File: src/rtl/arb_pkg.sv
// -----------------------------------------------------------------------------
// arb_pkg
// Shared types and helpers for the parametrised N-requester arbiter.
//   arb_mode_e    : arbitration policy (round-robin / fixed priority)
//   arb_state_e   : arbiter FSM state
//   onehot_to_idx : one-hot vector (up to ARB_MAX_REQ bits) to binary index
// -----------------------------------------------------------------------------
package arb_pkg;

  typedef enum logic {ARB_RR = 1'b0, ARB_FIXED = 1'b1} arb_mode_e;
  typedef enum logic {ST_IDLE = 1'b0, ST_BUSY = 1'b1} arb_state_e;

  // Upper bound on requesters supported by the index helper.
  localparam int ARB_MAX_REQ = 32;
  localparam int ARB_IDX_W   = 5;

  // OR-reduction encoder: for a true one-hot input every set bit contributes
  // its own index, so no priority chain is needed. Zero input gives zero.
  function automatic logic [ARB_IDX_W-1:0] onehot_to_idx(input logic [ARB_MAX_REQ-1:0] oh);
    logic [ARB_IDX_W-1:0] idx;
    idx = {ARB_IDX_W{1'b0}};
    for (int i = 0; i < ARB_MAX_REQ; i++) begin
      idx = idx | ({ARB_IDX_W{oh[i]}} & i[ARB_IDX_W-1:0]);
    end
    return idx;
  endfunction

endpackage

File: src/rtl/arb_pick.sv
// -----------------------------------------------------------------------------
// arb_pick
// Combinational winner picker. Eligible requests (req & mask) are rotated so
// that the search start sits at bit 0, the lowest set bit is isolated, and the
// result is rotated back. Fixed-priority mode forces the start to index 0.
// Ports:
//   req    in  N_REQ  request levels
//   mask   in  N_REQ  per-requester eligibility (0 excludes a requester)
//   start  in  ID_W   first index searched in round-robin mode (< N_REQ)
//   mode   in  1      ARB_RR / ARB_FIXED
//   winner out N_REQ  one-hot winner, zero when nothing eligible
//   found  out 1      at least one eligible request
// -----------------------------------------------------------------------------
module arb_pick
  import arb_pkg::*;
#(
  parameter int N_REQ = 4,
  parameter int ID_W  = $clog2(N_REQ)
) (
  input  logic [N_REQ-1:0] req,
  input  logic [N_REQ-1:0] mask,
  input  logic [ID_W-1:0]  start,
  input  arb_mode_e        mode,
  output logic [N_REQ-1:0] winner,
  output logic             found
);

  logic [N_REQ-1:0] elig_s;
  logic [ID_W-1:0]  start_s;
  logic [N_REQ-1:0] rot_s;
  logic [N_REQ-1:0] rot_oh_s;

  // Rotate, isolate lowest set bit, rotate back.
  always_comb begin
    elig_s   = req & mask;
    if (mode == ARB_FIXED) begin
      start_s = {ID_W{1'b0}};
    end else begin
      start_s = start;
    end
    // Right-rotate by start: rot_s[i] = elig_s[(i+start) mod N_REQ].
    rot_s    = N_REQ'({elig_s, elig_s} >> start_s);
    // x & -x keeps only the lowest set bit.
    rot_oh_s = rot_s & (~rot_s + {{(N_REQ-1){1'b0}}, 1'b1});
    // Left-rotate back by start, taking the upper copy.
    winner   = N_REQ'(({rot_oh_s, rot_oh_s} << start_s) >> N_REQ);
    found    = |elig_s;
  end

endmodule

File: src/rtl/arb_rr_param_chk.sv
// -----------------------------------------------------------------------------
// arb_rr_param_chk
// Protocol checker for arb_rr_param; observes the arbiter ports only.
// Ports: clk, rst, request, grant, grant_valid, grant_id (all inputs).
// All properties are disabled while rst is high.
// -----------------------------------------------------------------------------
module arb_rr_param_chk #(
  parameter int N_REQ = 4,
  parameter int ID_W  = $clog2(N_REQ)
) (
  input logic             clk,
  input logic             rst,
  input logic [N_REQ-1:0] request,
  input logic [N_REQ-1:0] grant,
  input logic             grant_valid,
  input logic [ID_W-1:0]  grant_id
);

  a_req_known: assert property (@(posedge clk) disable iff (rst)
    !$isunknown(request));

  a_grant_onehot0: assert property (@(posedge clk) disable iff (rst)
    $onehot0(grant));

  a_valid_match: assert property (@(posedge clk) disable iff (rst)
    grant_valid == (|grant));

  a_id_match: assert property (@(posedge clk) disable iff (rst)
    (grant == {N_REQ{1'b0}}) ? (grant_id == {ID_W{1'b0}}) : grant[grant_id]);

  // The grant seen now was decided at the previous edge from the request
  // sampled there.
  a_grant_requested: assert property (@(posedge clk) disable iff (rst)
    (|grant) |-> (|(grant & $past(request))));

endmodule

File: src/rtl/arb_rr_param.sv
// -----------------------------------------------------------------------------
// arb_rr_param
// Parametrised N-requester arbiter, round-robin or fixed priority, with a
// bounded grant hold. Outputs are registered; rst clears them asynchronously.
// Ports:
//   clk          in  1      system clock (posedge)
//   rst          in  1      asynchronous active-high reset
//   mode         in  1      0 = round-robin, 1 = fixed priority (0 highest)
//   request      in  N_REQ  request levels
//   grant        out N_REQ  one-hot grant, zero when idle
//   grant_valid  out 1      |grant
//   grant_id     out ID_W   index of the owner, zero when idle
// N_REQ must not exceed arb_pkg::ARB_MAX_REQ.
// -----------------------------------------------------------------------------
module arb_rr_param
  import arb_pkg::*;
#(
  parameter  int N_REQ    = 4,
  parameter  int MAX_HOLD = 8,
  localparam int ID_W     = $clog2(N_REQ),
  localparam int CNT_W    = $clog2(MAX_HOLD + 1)
) (
  input  logic             clk,
  input  logic             rst,
  input  logic             mode,
  input  logic [N_REQ-1:0] request,
  output logic [N_REQ-1:0] grant,
  output logic             grant_valid,
  output logic [ID_W-1:0]  grant_id
);

  localparam logic [CNT_W-1:0] HOLD_LIM = CNT_W'(MAX_HOLD - 1);
  localparam logic [ID_W-1:0]  LAST_IDX = ID_W'(N_REQ - 1);

  arb_state_e       state_r, state_n_s;
  logic [N_REQ-1:0] grant_r, grant_n_s;
  logic             grant_valid_r;
  logic [ID_W-1:0]  grant_id_r, grant_id_n_s;
  logic [CNT_W-1:0] hold_cnt_r, hold_cnt_n_s;
  logic [ID_W-1:0]  rr_last_r, rr_last_n_s;

  logic             own_req_s;
  logic             others_s;
  logic [N_REQ-1:0] mask_s;
  logic [ID_W-1:0]  rr_start_s;
  logic [N_REQ-1:0] win_s;
  logic             found_s;
  logic [ID_W-1:0]  win_id_s;
  logic             take_s;
  logic             go_idle_s;
  logic             inc_s;

  // Owner status, picker mask and round-robin start index.
  always_comb begin
    own_req_s = |(request & grant_r);
    others_s  = |(request & ~grant_r);
    // Excluding the owner only matters on a preemption; when the owner
    // keeps its grant the picker result is ignored.
    if ((state_r == ST_BUSY) && own_req_s) begin
      mask_s = ~grant_r;
    end else begin
      mask_s = {N_REQ{1'b1}};
    end
    if (rr_last_r == LAST_IDX) begin
      rr_start_s = {ID_W{1'b0}};
    end else begin
      rr_start_s = rr_last_r + ID_W'(1'b1);
    end
  end

  arb_pick #(
    .N_REQ (N_REQ),
    .ID_W  (ID_W)
  ) u_pick (
    .req    (request),
    .mask   (mask_s),
    .start  (rr_start_s),
    .mode   (arb_mode_e'(mode)),
    .winner (win_s),
    .found  (found_s)
  );

  assign win_id_s = ID_W'(onehot_to_idx(ARB_MAX_REQ'(win_s)));

  // FSM decision: new grant, release to idle, or keep and count.
  always_comb begin
    take_s    = 1'b0;
    go_idle_s = 1'b0;
    inc_s     = 1'b0;
    case (state_r)
      ST_IDLE: begin
        if (found_s) begin
          take_s = 1'b1;
        end else begin
          take_s = 1'b0;
        end
      end
      ST_BUSY: begin
        if (!own_req_s) begin
          // Owner dropped: hand over on the same edge, or go idle.
          if (found_s) begin
            take_s = 1'b1;
          end else begin
            go_idle_s = 1'b1;
          end
        end else if ((hold_cnt_r == HOLD_LIM) && others_s) begin
          take_s = 1'b1;
        end else if (hold_cnt_r != HOLD_LIM) begin
          inc_s = 1'b1;
        end else begin
          // Sole requester at the limit keeps the grant, counter saturated.
          inc_s = 1'b0;
        end
      end
      default: begin
        go_idle_s = 1'b1;
      end
    endcase
  end

  // Next-state values derived from the decision.
  always_comb begin
    state_n_s    = state_r;
    grant_n_s    = grant_r;
    grant_id_n_s = grant_id_r;
    hold_cnt_n_s = hold_cnt_r;
    rr_last_n_s  = rr_last_r;
    if (take_s) begin
      state_n_s    = ST_BUSY;
      grant_n_s    = win_s;
      grant_id_n_s = win_id_s;
      hold_cnt_n_s = {CNT_W{1'b0}};
      rr_last_n_s  = win_id_s;
    end else if (go_idle_s) begin
      state_n_s    = ST_IDLE;
      grant_n_s    = {N_REQ{1'b0}};
      grant_id_n_s = {ID_W{1'b0}};
      hold_cnt_n_s = {CNT_W{1'b0}};
    end else if (inc_s) begin
      hold_cnt_n_s = hold_cnt_r + CNT_W'(1'b1);
    end else begin
      hold_cnt_n_s = hold_cnt_r;
    end
  end

  // State and output registers.
  always_ff @(posedge clk or posedge rst) begin
    if (rst) begin
      state_r       <= ST_IDLE;
      grant_r       <= {N_REQ{1'b0}};
      grant_valid_r <= 1'b0;
      grant_id_r    <= {ID_W{1'b0}};
      hold_cnt_r    <= {CNT_W{1'b0}};
      rr_last_r     <= LAST_IDX;
    end else begin
      state_r       <= state_n_s;
      grant_r       <= grant_n_s;
      grant_valid_r <= |grant_n_s;
      grant_id_r    <= grant_id_n_s;
      hold_cnt_r    <= hold_cnt_n_s;
      rr_last_r     <= rr_last_n_s;
    end
  end

  assign grant       = grant_r;
  assign grant_valid = grant_valid_r;
  assign grant_id    = grant_id_r;

  arb_rr_param_chk #(
    .N_REQ (N_REQ),
    .ID_W  (ID_W)
  ) u_chk (
    .clk         (clk),
    .rst         (rst),
    .request     (request),
    .grant       (grant),
    .grant_valid (grant_valid),
    .grant_id    (grant_id)
  );

endmodule

File: config.mk
export PLATFORM = sky130hd
export DESIGN_NAME = arb_rr_param
export DESIGN_NICKNAME = d
export VERILOG_FILES = /design/src/rtl/arb_pkg.sv /design/src/rtl/arb_pick.sv /design/src/rtl/arb_rr_param_chk.sv /design/src/rtl/arb_rr_param.sv
export SDC_FILE = /design/constraint.sdc
export NUM_CORES = 1
export LEC_CHECK = 0
export CAP_MARGIN = 20
export CORE_MARGIN = 2
export CORE_UTILIZATION = 30
export DETAILED_ROUTE_END_ITERATION = 8
export PLACE_DENSITY = 0.46
export SYNTH_ARGS = -nofsm -noshare
export SYNTH_HDL_FRONTEND = slang
export SYNTH_SLANG_ARGS = --single-unit
File: constraint.sdc
create_clock -name clk -period 2.8 [get_ports clk]
set_clock_uncertainty 0.2 [all_clocks]
set_input_delay 0.28 -clock clk [delete_from_list [all_inputs] [get_ports clk]]
set_output_delay 0.28 -clock clk [all_outputs]
set_load 0.01 [all_outputs]
* After elaboration in Yosys (flattened, before gate mapping) *
Cells that the tools add are included.

word-level totals
  memory bits (writable) = 0
  bits in latches = 0
  output and inout port bits = 7
  bits in read-only memories = 0
  flip-flop bits (word level) = 14
  memories = 0
  input bits = 7

cells by class
  $lt $le $gt $ge = 0
  bitwise gates (word level) = 9
  multiply operators = 0
  div/mod/pow operators = 0
  add/sub/neg operators = 3
  shift operators = 2
  reductions and logical operators = 8
  equality and inequality tests = 3
  mux-type cells = 23

operators by type and width
  operator                                                number
  two-way mux 4 bit                                       6
  bitwise AND 4 bit                                       4
  OR reduction 4 bit                                      4
  two-way mux 1 bit                                       12
  adder 4 x 1 -> 4 bit (second input constant)            2
  two-way mux 2 bit                                       4
  inverter 4 bit                                          2
  << shifter 8 x 2 -> 8 bit                               1
  >> shifter 8 x 2 -> 4 bit                               1
  equality test 4 x 3 -> 1 bit (second input constant)    1
  inequality test 4 x 3 -> 1 bit (second input constant)  1
  nonzero test 3 bit                                      1
  adder 2 x 1 -> 2 bit (second input constant)            1
  equality test 2 bit (second input constant)             1
  logical AND 1 bit                                       2
  OR 1 x 2 -> 2 bit                                       1
  OR 2 bit                                                1
  one-hot mux 1 bit (2 select lines)                      1
  nonzero test 2 bit                                      1
  inverter 1 bit                                          1

* Longest topological paths before layout *
Gate-level depths: netlist of run 1.

  depth in word-level cells = 13
  mapped depth = 6

* Modules after synthesis *
A second synthesis of run 1 with hierarchy kept.

unflattened totals
  cell total of the unflattened synthesis = 93
  area total of the unflattened synthesis = 868.3 µm²

modules (own cells, without submodules)
  module        cells each  times used  area an instance (µm²)
  arb_rr_param  66          1           715.7
  arb_pick      27          1           152.6

* Worst setup path before layout of run 1 *
Ideal clock, no wire load.

  kind = flip-flop to flip-flop
  from = register grant_r[2] (netlist: grant[2])
  to = register grant_valid_r (netlist: grant_valid)
  buffers on the path = 0
  period minus slack after synthesis = 2.027 ns
  cell stages (with the launch flop) = 6
  setup slack = 0.773 ns
  library setup time = 0.140 ns
  data required time = 2.460 ns
  arrival = 1.687 ns
  cell sequence = dfrtp_1 and2b_4 o41a_1 mux2_4 a222oi_1 nand4bb_1

on the way
  word-level cells in the longest chain between the ends = 12
  elaborated cells on any way between the ends = 25

ends and longest elaborated chain
  what                                                                    RTL line                             text
  start, declared                                                         arb_rr_param.sv:36                   logic [N_REQ-1:0] grant_r, grant_n_s;
  start signal, assigned                                                  arb_rr_param.sv:150                  grant_r <= {N_REQ{1'b0}};
  start signal, assigned                                                  arb_rr_param.sv:157                  grant_r <= grant_n_s;
  bitwise AND 4 bit                                                       arb_rr_param.sv:55                   own_req_s = |(request & grant_r);
  OR reduction 4 bit                                                      arb_rr_param.sv:55
  logical AND 1 bit                                                       arb_rr_param.sv:59                   if ((state_r == ST_BUSY) && own_req_s) begin
  two-way mux 4 bit                                                       arb_rr_param.sv:59
  bitwise AND 4 bit                                                       arb_pick.sv:35                       elig_s = req & mask;
  >> shifter 8 x 2 -> 4 bit / OR reduction 4 bit (equally long branches)  arb_pick.sv:42, arb_pick.sv:47
  inverter 4 bit / two-way mux 1 bit (equally long branches)              arb_pick.sv:44, arb_rr_param.sv:101
  adder 4 x 1 -> 4 bit / two-way mux 1 bit (equally long branches)        arb_pick.sv:44, arb_rr_param.sv:99
  bitwise AND 4 bit / two-way mux 1 bit (equally long branches)           arb_pick.sv:44, arb_rr_param.sv:90
  << shifter 8 x 2 -> 8 bit / two-way mux 4 bit (equally long branches)   arb_pick.sv:46, arb_rr_param.sv:134
  two-way mux 4 bit (*)                                                   arb_rr_param.sv:128                  if (take_s) begin
  OR reduction 4 bit (*)                                                  arb_rr_param.sv:158                  grant_valid_r <= |grant_n_s;
  end signal, assigned                                                    arb_rr_param.sv:158
  end, declared                                                           arb_rr_param.sv:37                   logic grant_valid_r;

Mark *: on every way between the ends. The rest lies on a longest branch, timed or not.
A chain may end at the register's enable or synchronous reset.

* Worst setup path in the final report of run 1 *
  from = register state_r
  to = register grant_valid_r (netlist: grant_valid)

on the way
  word-level cells in the longest chain between the ends = 10
  elaborated cells on any way between the ends = 19

ends and longest elaborated chain
  what                                                                    RTL line                             text
  start, declared                                                         arb_rr_param.sv:35                   arb_state_e state_r, state_n_s;
  start signal, assigned                                                  arb_rr_param.sv:156                  state_r <= state_n_s;
  logical AND 1 bit                                                       arb_rr_param.sv:59
  two-way mux 4 bit                                                       arb_rr_param.sv:59
  bitwise AND 4 bit                                                       arb_pick.sv:35
  >> shifter 8 x 2 -> 4 bit / OR reduction 4 bit (equally long branches)  arb_pick.sv:42, arb_pick.sv:47
  inverter 4 bit / two-way mux 1 bit (equally long branches)              arb_pick.sv:44, arb_rr_param.sv:101
  adder 4 x 1 -> 4 bit / two-way mux 1 bit (equally long branches)        arb_pick.sv:44, arb_rr_param.sv:99
  bitwise AND 4 bit / two-way mux 1 bit (equally long branches)           arb_pick.sv:44, arb_rr_param.sv:90
  << shifter 8 x 2 -> 8 bit / two-way mux 4 bit (equally long branches)   arb_pick.sv:46, arb_rr_param.sv:134
  two-way mux 4 bit (*)                                                   arb_rr_param.sv:128
  OR reduction 4 bit (*)                                                  arb_rr_param.sv:158

Marks and branches as above.

==> results by group, run 1 <==
Run status
  • Status: finished, final reports clean

Synth
  • Sequential area share after synthesis: 0.343
  • Most frequent cells after synthesis: dfrtp_1 (12), nor2_1 (10), inv_1 (9), nand2_1 (8), o21ai_0 (5)
  • Syn Inst Count: 114
  • Syn_nets: 122
  • Mapped Area: 1030 um2
  • Synth Area per Inst: 9.02 um2
  • EDFF count, synth: 0
  • Count leader, synth: dfrtp_1
  • Main synth FF type: dfrtp_1
  • Post-synth top area cell: dfrtp_1
  • Yosys top cell area share: 0.292
  • Synth unique cells: 46
  • Yosys warning count: 0
  • Asr flop ratio synth: 1.00
  • Area contributors post-synth: dfrtp_1 (29%), dfstp_2 (5.1%), a21bo_2 (3.9%), nor2_1 (3.6%), inv_1 (3.3%)
  • Synthesis-stage register bit count: 14

Pwr
  • Leak Pwr: 0.499 nW
  • Clock power share: 0.127
  • Max VDD drop: 0.366 mV
  • Psw: 0.000477 W
  • Switching Fraction: 0.429
  • Comb pwr share: 0.536
  • Sequential Power Share: 0.338
  • P_int: 0.000636 W
  • Pwr dens: 922 nW/um2

GRT
  • Overflow after GRT: 0
  • Vias in the first global route: 922
  • Pin count of the biggest net entering global routing: 15
  • First-pass GRT wire length: 4420 um
  • Antenna violations before repair: 0
  • All-Layer GR Usage: 0.140

Clocking
  • Clock sinks: 14
  • Worst-Skew Late Latency: 270 ps
  • TritonCTS clock tree: yes
  • H-tree lvl count: 1
  • Hold-fix buffers, CTS: 0
  • Post-CTS Setup Bufs: 0
  • Clk slew on worst S/H paths: 80 ps
  • Num CTS Buffers: 3
  • Cts repair resizes: 0
  • Max Buffers Root-to-Sink: 2
  • CTS root buf: clkbuf_4

Place
  • DP Wirelength: 1890 um
  • GPL Wtd Cong: 0.857
  • Place WS: 183 ps
  • Port bufs: 13
  • Placed instance count: 168

Route
  • DR vias: 933
  • Number of DRC markers in iteration 0: 47
  • 1st-pass router iterations: 4
  • Drc violations: 0
  • DRT Wirelength: 2490 um
  • Via density: 5.42
  • Remaining antenna violation count: 0
  • Wire per inst: 14.5 um

Finish
  • ANT cells: 0
  • Fin nets: 135
  • Final core utilization: 0.364
  • Area grow syn2layout: 17.3%
  • Share of layout cells above drive strength 1: 0.135
  • Post-Layout Cell Count: 172

Die
  • DIE HEIGHT: 62.6 um
  • Core area: 3310 um2
  • Starting Density: 0.311
  • Row cnt: 21
  • Io pins: 14
  • Die area: 3910 um2
  • Die X-Extent: 62.6 um

Setup path
  • Reg-to-Reg Start: state_r$_DFFE_PP0P_
  • Crit path cell chain: a21bo_2 -> nand4_1 -> mux2_4 -> a222oi_1 -> nand4bb_1
  • R2R Path End: grant_valid$_DFF_PP0_
  • Max incr delay on CP: 650 ps
  • Path depth of the worst reg2reg path: 5
  • Reg2Reg Setup Slack: 480 ps
  • Startpoint Class: flip-flop
  • Slowest cell on the critical path: dfrtp_1
  • Worst Path Max Fanout: 14
  • Crit path DAT: 2250 ps
  • Critical Path RT: 2730 ps
  • CP Class: reg -> reg
  • Worst setup EP type: flip-flop

Timing
  • Slew Viols, Final: 0
  • Final worst setup slack: 485 ps
  • Min cycle time layout: 2320 ps
  • RSZ-0062 raised after global routing: no
  • Setup TNS: 0 ps
  • Worst Max-Slew Pin Slew: 529 ps
  • Max transition margin: 0.647
  • Tcrit/Tclk final: 0.827
  • Final-report hold violation count: 0
  • Max Fclk: 432 MHz
  • Final setup fails: 0
  • Hold Slack: 134 ps

Flow run
  • Max cap viols: 0

Min path
  • Worst hold path class: in -> async
[cell families (layout without fill, tap and decap cells)]
kind of cell / count (synthesis) / count (layout) / synth area share
muxes: 2 / 2 / 0.0243
xor gates and xnor gates: 4 / 4 / 0.0341
adders and majority gates: 1 / 1 / 0.0122
AOI/OAI and AO/OA: 43 / 43 / 0.326
and+or+nand+nor: 36 / 36 / 0.183
DFF: 14 / 14 / 0.343
buffers and inverters: 14 / 26 / 0.0779
[power groups by stage]
stage          Sequential (W)  Combinational [W]  Clock [W]
3_3_place_gp         0.000377           0.000600          0
2_1_floorplan        0.000354           0.000433          0
3_5_place_dp         0.000376           0.000596          0
5_1_grt              0.000389           0.000672   0.000163
4_1_cts              0.000372           0.000602   0.000150
6_report             0.000376           0.000596   0.000141
[cell type report]
class	count	area (um2)
Sequential cell	14	353
Tap cell	46	57.6
Inverter	9	33.8
Multi-Input combinational cell	86	596
Fill cell	363	2100
Timing Repair Buffer	13	130
Clock buffer	4	36.3
[through the flow]
| stage | power, W | cell area (um2) |
|---|---|---|
| detailed placement | 0.000971 | 1170 |
| global route | 0.00122 | 1210 |
| finish | 0.00111 | 1210 |
| global placement | 0.000978 | 1170 |
| CTS | 0.00112 | 1210 |
| floorplan | 0.000788 | 1030 |
[registers in the layout (all words and copies together) (netlist names)]
name	cells
grant_valid	1
state_r	1
grant_id	2
hold_cnt_r	4
grant	4
rr_last_r	2
[per-layer routing]
layer,wire [um],GRT usage,share of wire
met2,1150,0.214,0.46
met1,1160,0.190,0.46
met3,166,0.0360,0.067
met5,0,0,0
met4,19,0.0528,0.0076
[placed cells by master, fill, tap and decap left out, types with 2 or more instances in the layout]
master	instances
a22oi_1	4
nor3_1	2
dfrtp_1	12
a21bo_2	4
o211ai_1	3
a21oi_1	4
nor2b_1	3
nand3_1	4
inv_1	9
nor2_1	10
o31ai_1	4
clkbuf_4	3
xor2_1	2
o21ai_0	5
a22o_2	2
a211oi_1	2
nand2_1	8
a21boi_0	2
dfstp_2	2
nand4_1	2
xnor2_1	2
clkdlybuf4s50_1	13
[worst max-delay path: cells and delay by family, from the launching register on]
family | cells | cell delay, ps
compound gates | 2 | 650
flops | 1 | 650
mux | 1 | 340
simple gates | 2 | 330
[how the worst max path moves through the flow]
stage | depth (start not counted) | start | endpoint
3_5_place_dp | 6 | request[0] | grant_valid$_DFF_PP0_
5_1_grt | 5 | state_r$_DFFE_PP0P_ | grant_valid$_DFF_PP0_
2_1_floorplan | 5 | grant[2]$_DFF_PP0_ | grant_valid$_DFF_PP0_
3_3_place_gp | 6 | request[0] | grant_valid$_DFF_PP0_
6_report | 5 | state_r$_DFFE_PP0P_ | grant_valid$_DFF_PP0_
4_1_cts | 5 | state_r$_DFFE_PP0P_ | grant_valid$_DFF_PP0_
Power figures use the tool's default switching activity.
==> run 2: changes to the inputs <==
==> constraint.sdc (replaced) <==
create_clock -name clk -period 2.25 [get_ports clk]
set_clock_uncertainty 0.2 [all_clocks]
set_input_delay 0.225 -clock clk [delete_from_list [all_inputs] [get_ports clk]]
set_output_delay 0.225 -clock clk [all_outputs]
set_load 0.01 [all_outputs]
==> run 2 against run 1 <==
Net effect: die area is the same; clock power grew 26%; routed wire length grew 6.2%; global-route usage is essentially flat; utilization grew 5.3 points; register-to-register slack lost 380 ps; sequential share of layout area shrank 3.7 points; setup slack lost 380 ps; non-clock buffer count grew 23; highest routed layer unchanged.
==> results by group, run 2 (synthesis gave the netlist of run 1 again) <==
Run status
  • Status: finished, final reports clean

Clocking
  • Hold-fix buffers, CTS: 0
  • TritonCTS clock tree: yes
  • CTS root buf: clkbuf_4
  • Clock sinks: 14
  • Clk slew on worst S/H paths: 80 ps
  • H-tree lvl count: 1
  • Max Buffers Root-to-Sink: 2
  • Num CTS Buffers: 3
  • Worst-Skew Late Latency: 280 ps

GRT
  • Pin count of the biggest net entering global routing: 15
  • First-pass GRT wire length: 4400 um
  • Overflow after GRT: 0
  • Vias in the first global route: 942
  • Antenna violations before repair: 0
  • All-Layer GR Usage: 0.140

Finish
  • Fin nets: 158
  • Area grow syn2layout: 34.3%
  • Commonest non-fill, non-tap cell in the layout: buf_4
  • ANT cells: 0
  • Share of layout cells above drive strength 1: 0.275
  • Commonest cells after routing, fill and taps aside: buf_4 (23), clkdlybuf4s50_1 (13), dfrtp_1 (12)

Route
  • Drc violations: 0
  • DRT Wirelength: 2650 um
  • 1st-pass router iterations: 6
  • Number of DRC markers in iteration 0: 27
  • Via density: 5.15
  • DR vias: 1,004
  • Remaining antenna violation count: 0
  • Wire per inst: 13.6 um

Setup path
  • Worst Path Max Fanout: 5
  • Path depth of the worst reg2reg path: 7
  • Worst setup EP type: flip-flop
  • Critical Path Source: hold_cnt_r[0]$_DFFE_PP0P_
  • R2R Path End: grant_valid$_DFF_PP0_
  • Crit path DAT: 2080 ps
  • Startpoint Class: flip-flop
  • CP Class: reg -> reg
  • Critical Path RT: 2190 ps
  • Reg-to-Reg Start: hold_cnt_r[0]$_DFFE_PP0P_
  • CP endpoint: grant_valid$_DFF_PP0_
  • Reg2Reg Setup Slack: 100 ps

Die
  • Row cnt: 21
  • Die X-Extent: 62.6 um
  • Starting Density: 0.311
  • Io pins: 14
  • Core area: 3310 um2
  • DIE HEIGHT: 62.6 um
  • Die area: 3910 um2

Pwr
  • Max VDD drop: 0.478 mV
  • Post-layout power: 0.00155 W
  • Leak Pwr: 0.608 nW
  • Pwr dens: 1130 nW/um2

Timing
  • Slew Viols, Final: 0
  • Final-report hold violation count: 0
  • Final worst setup slack: 103 ps
  • Setup TNS: 0 ps
  • Final setup fails: 0
  • Max transition margin: 0.633
  • Max Fclk: 466 MHz
  • Tcrit/Tclk final: 0.954
  • Min cycle time layout: 2150 ps
  • Worst Max-Slew Pin Slew: 550 ps
  • RSZ-0062 raised after global routing: no

Place
  • GPL Wtd Cong: 0.779
  • DP Wirelength: 2100 um
  • Port bufs: 13
  • Place WS: -142 ps

Flow run
  • Max cap viols: 0

Min path
  • Worst hold path class: in -> async
==> run 2: changes by cell type in the layout (fill, tap and decap cells not counted) <==
cell	change
ha_1	-1
ha_2	+1
buf_4	+23
==> run 2: timing repair <==
item | in CTS | in global routing
buffers inserted | 0 | 2
setup endpoints to repair | 0 | 1
gates resized for setup | 0 | 1
==> run 2: cell type report <==
class,instances,area [um2]
inverter,9,33.8
fill,350,1930
timing repair buffer,36,303
multi-input combinational,86,598
tap,46,57.6
sequential,14,353
clock buffer,4,36.3
==> run 2: metrics by stage <==
step / hold slack (ps) / util / area (um2) / cells
2_1_floorplan: -87.2 / - / 1030 / 114
3_3_place_gp: 264 / 0.401 / 1330 / 189
3_5_place_dp: 276 / 0.401 / 1330 / 189
4_1_cts: 94.4 / 0.412 / 1360 / 193
5_1_grt: 135 / 0.417 / 1380 / 195
6_report: 84.6 / 0.417 / 1380 / 195
==> run 2: worst min path at each step <==
stage          cells past startpoint                     from                   endpoint
3_3_place_gp                       2  grant_id[0]$_DFFE_PP0P_    grant_id[0]$_DFFE_PP0P_
2_1_floorplan                      1                      rst         grant[0]$_DFF_PP0_
5_1_grt                            2                      rst  hold_cnt_r[1]$_DFFE_PP0P_
4_1_cts                            2                      rst      grant_valid$_DFF_PP0_
6_report                           2                      rst  hold_cnt_r[0]$_DFFE_PP0P_
3_5_place_dp                       2  grant_id[1]$_DFFE_PP0P_    grant_id[1]$_DFFE_PP0P_
==> run 2: layer usage <==
metal	track usage	vias up	routed length [um]
met5	0	-	0
met3	0.0360	6	135
met2	0.222	33	1180
met1	0.186	467	1290
met4	0.0444	0	43
li1	-	498	-
==> run 2: critical path: stages, from the launching register on <==
cell and delay (ps):
dfrtp_1 390, ha_2 210, and3b_2 220, o41a_1 200
o21ai_1 80, buf_4 150, a211o_2 350, nand4bb_1 210
==> run 2: report_power, final <==
part	total (W)	switching (W)	internal, W
logic	0.000918	0.000436	0.000482
clock network	0.000178	0.0000791	0.0000984
registers	0.000459	0.000112	0.000347
